==> config.mk <==
export PLATFORM = sky130hd
export DESIGN_NAME = mod_time_counter
export DESIGN_NICKNAME = d
export VERILOG_FILES = /design/src/rtl/mod_time_counter.sv
export SDC_FILE = /design/constraint.sdc
export NUM_CORES = 1
export LEC_CHECK = 0
export ABC_AREA = 1
export CORE_MARGIN = 2
export CORE_UTILIZATION = 59
export CTS_CLUSTER_DIAMETER = 50
export DETAILED_ROUTE_END_ITERATION = 8
export DONT_BUFFER_PORTS = 1
export MAX_ROUTING_LAYER = met4
export PLACE_DENSITY = 0.76
export SETUP_SLACK_MARGIN = 0.2
export SLEW_MARGIN = 20
export SYNTH_ARGS = -nofsm -noshare
export SYNTH_HDL_FRONTEND = slang
export SYNTH_SLANG_ARGS = --single-unit
==> constraint.sdc <==
create_clock -name clk -period 2 [get_ports clk]
set_clock_uncertainty 0.15 [all_clocks]
set_input_delay 0.3 -clock clk [delete_from_list [all_inputs] [get_ports clk]]
set_output_delay 0.3 -clock clk [all_outputs]
set_load 0.05 [all_outputs]
==> src/rtl/mod_time_counter.sv <==
// mod_time_counter: modulo-MODULUS up/down time-stage counter with cascade carry, load, clear and manual adjust.
// Ports: clk, reset (async, active-high) | en, tick_in (carry level from lower stage), dir (0 up / 1 down),
//        clear, load_en/load_val, adj_up/adj_dn | out, carry_out (wrap/borrow pulse), at_limit, load_err (bad load pulse)
module mod_time_counter #(
    parameter int WIDTH    = 6,
    parameter int MODULUS  = 60,
    parameter int INIT_VAL = 0
) (
    input  logic             clk,
    input  logic             reset,
    input  logic             en,
    input  logic             tick_in,
    input  logic             dir,
    input  logic             clear,
    input  logic             load_en,
    input  logic [WIDTH-1:0] load_val,
    input  logic             adj_up,
    input  logic             adj_dn,
    output logic [WIDTH-1:0] out,
    output logic             carry_out,
    output logic             at_limit,
    output logic             load_err
);
    localparam logic [WIDTH-1:0] MAX   = WIDTH'(MODULUS - 1);
    localparam logic [WIDTH-1:0] INIT  = WIDTH'(INIT_VAL);
    // one extra bit so MODULUS == 2**WIDTH is still representable
    localparam logic [WIDTH:0]   MOD_W = (WIDTH + 1)'(MODULUS);
    logic             tick_d;
    logic             tick_step;
    logic             over;
    logic [WIDTH-1:0] inc;
    logic [WIDTH-1:0] dec;
    logic [WIDTH-1:0] nxt;
    logic             nxt_carry;
    logic             nxt_err;
    assign tick_step = tick_in & ~tick_d & en;
    assign over      = {1'b0, load_val} >= MOD_W;
    assign inc       = (out == MAX) ? '0 : out + WIDTH'(1);
    assign dec       = (out == '0) ? MAX : out - WIDTH'(1);
    always_comb begin
        nxt       = out;
        nxt_carry = 1'b0;
        nxt_err   = 1'b0;
        if (clear) begin
            nxt = INIT;
        end else if (load_en) begin
            nxt     = over ? MAX : load_val;
            nxt_err = over;
        end else if (adj_up ^ adj_dn) begin
            nxt = adj_up ? inc : dec;
        end else if (tick_step) begin
            nxt       = dir ? dec : inc;
            nxt_carry = dir ? (out == '0) : (out == MAX);
        end
    end
    // at_limit tracks the value being registered, judged against the current dir
    always_ff @(posedge clk or posedge reset) begin
        if (reset) begin
            tick_d    <= 1'b0;
            out       <= INIT;
            carry_out <= 1'b0;
            load_err  <= 1'b0;
            at_limit  <= (INIT == MAX);
        end else begin
            tick_d    <= tick_in;
            out       <= nxt;
            carry_out <= nxt_carry;
            load_err  <= nxt_err;
            at_limit  <= dir ? (nxt == '0) : (nxt == MAX);
        end
    end
endmodule

==> results.md <==
- Status: finished clean
- Clock latency reported for the late side of the worst-skew pair: 0.27 ns
- Cell Area, Synth: 1099 µm²
- # DRC: 0
- Top cell by count, worst path: a21oi_2
- R2r worst-path depth: 11
- Slew Limit Fails: 0
- Final worst path period share: 0.9728
- CP max FO: 7
- Post-synth cell types: 23
- MaxCap Viol Count: 0
- Input/output buffers: 0
- Hold WS: 0.006362 ns
- Part of the Yosys area used for sequential elements: 0.2278
- Req. time, crit path: 2.06 ns
- HPWL Detailed: 2268 µm
- Initial antenna violation count: 0
- Layout cell share with drive strength beyond 1: 0.2970
- Relative slew slack: 0.6955
- Layout Nets: 222
- First-pass GRT wire length: 4671 µm
- Final Util: 0.7986
- FF-to-FF setup slack: 0.05 ns
- CP startpoint: out[0]
- Hold Crit Class: input pin to flop
- Power density over the cells: 570.8 nW/µm²
- Clock root buffer: clkbuf_4
- Clock buffer depth: 2
- Maximum vdd drop: 311.6 µV
- CTS tree: yes
- Worst R2R Start: out[0]
- DRT Pass-1 Iters: 4
- Cts bufs inserted: 3
- Setup crit end: at_limit
- Vias per cell: 5.767
- Max stage delay on crit path: 0.53 ns
- Yosys top cell by area: dfrtp_1
- Power, Total: 795.7 µW
- Vias in the first global route: 1063
- Die X: 47.15 µm
- Syn Nets: 201
- Die H: 47.15 µm
- Period minus WS final: 1.946 ns
- Crit path cell chain: inv_8 > ha_4 > nand3_4 > buf_6 > a21oi_2 > a21oi_2 > a21oi_2 > nand2_1 > nor2_1 > nand3_1 > nand2_1
- Top post-synthesis cells by area: dfrtp_1 (23%), nand2_1 (21%), nand3_1 (11%)
- Die Area: 2223 µm²
- Largest net degree at the start of global routing: 12
- CP max stage cell: dfrtp_4
- Leak pwr: 0.0007704 µW
- Top cell type's share of synthesized area: 0.2278
- Seq cells post-synth: 10
- Crit Reg-Reg Endpoint: at_limit
- CP startpoint kind: flop
- Antenna cells: 0
- Fin. Hold Viols: 0
- DP Area: 1177 µm²
- Post-DRT Antenna Nets: 0
- WP data arrival: 2.00 ns
- Yosys warnings: 0
- Clk slew on worst S/H paths: 0.06 ns
- Syn Area/Cell: 6.003 µm²
- Remaining Overflow, GRT: 0
- Slew at the pin closest to its max-slew limit: 0.4571 ns
- Synthesis-to-layout area growth: 26.88%
- Crit path capture type: flop
- Num rows: 15
- RD Place Congestion: 0.9743
- Final wirelength: 3197 µm
- GRT Overall Usage: 0.3109
- Core ar.: 1745 µm²
- RSZ-0062 raised after global routing: yes
- Starting Density: 0.6294
- Initial DRC Count: 70
- Vias: 1309
- Synth Instances: 183
- H-tree Lvls: 1
- F_max: 514.0 MHz
- Fin area: 1394 µm²
- Crit path kind: flop to flop
- Final setup fails: 0
- Wire length per cell: 14.08 µm
- Clock sink total: 10
- Total negative setup slack: 0 ns
- # IOs: 24
==> cell usage after synthesis, drive strengths merged <==
cell type   n
inv        29
o21ai       7
nand3b      1
a2111oi     1
nand4       5
xnor2       2
ha          3
dfrtp      10
a21oi       6
a31oi       2
a21boi      1
nand3      27
nor2       20
nand2      64
buf         5
==> through the flow <==
step | instances | worst slack (ns)
detailed placement | 211 | 0.01678
CTS | 222 | 0.1084
floorplan | 183 | 0.1556
global placement | 211 | 0.07587
global route | 227 | -0.04089
finish | 227 | 0.05449
==> kinds of logic (layout without fill, tap and decap cells) <==
| group | Yosys count | after routing | synth area share |
|---|---|---|---|
| adder cells (fa/ha/maj) | 3 | 3 | 0.03417 |
| buffers and inverters | 34 | 53 | 0.1446 |
| AO/OA/AOI/OAI | 17 | 17 | 0.09567 |
| AND/OR/NAND/NOR | 117 | 117 | 0.4818 |
| flip-flops | 10 | 10 | 0.2278 |
| XOR/XNOR | 2 | 2 | 0.01595 |
==> state kept, by name (all words and copies together), names as in the netlist <==
register and cells:
carry_out 1, out 6, at_limit 1, tick_d 1, load_err 1
==> critical path: cells and delay by family, from the launching register on <==
family / cells / cell delay [ns]
compound gates: 3 / 0.37
flops: 1 / 0.53
buf+inv: 2 / 0.25
simple gates: 5 / 0.43
fa+ha+maj: 1 / 0.15
==> area by class of cell <==
cell class	instances	area [µm²]
Fill cell	135	351.6
Clock buffer	3	22.52
Inverter	29	116.4
Timing Repair Buffer	21	177.7
Sequential cell	10	257.7
Multi-Input combinational cell	139	788.3
Tap cell	25	31.28
==> cell usage in the layout, fill, tap and decap left out, drive strengths merged <==
cell type / netlist / final
nand2: 64 / 64
inv: 29 / 29
nand3: 27 / 27
nor2: 20 / 20
buf: 5 / 19
dfrtp: 10 / 10
o21ai: 7 / 7
a21oi: 6 / 6
nand4: 5 / 5
ha: 3 / 3
clkbuf: 0 / 3
xnor2: 2 / 2
dlygate4sd3: 0 / 2
a31oi: 2 / 2
nand3b: 1 / 1
a21boi: 1 / 1
a2111oi: 1 / 1
==> where the power goes <==
group          internal, µW  leakage [µW]  switching, µW
Clock                  69.5     0.0000138           67.0
Sequential              220      0.000125           35.3
Combinational           159      0.000632            246
==> repair_timing <==
item	4_1_cts	5_1_grt
buffers inserted	6	5
hold buffers	2	0
cloned	0	0
hold endpoints to repair	11	0
resized for setup	7	17
setup endpoints to repair	2	5
pin swaps	3	7
==> layer usage <==
layer	track usage	vias to the layer above	wire length (µm)
met3	0.08077	15	337
met1	0.4070	578	1263
li1	-	619	-
met4	0.07778	0	120
met2	0.4767	97	1476
met5	-	-	0
==> how the worst min path moves through the flow <==
| stage | slack [ns] | cells after the start | endpoint | start |
|---|---|---|---|---|
| finish | 0.006 | 1 | carry_out | dir |
| global route | -0.008 | 1 | carry_out | dir |
| CTS | 0.002 | 1 | carry_out | dir |
| detailed placement | 0.02 | 1 | tick_d | reset |
| global placement | 0.02 | 1 | tick_d | reset |
| floorplan | -0.01 | 1 | at_limit | reset |
Power figures use the tool's default switching activity.
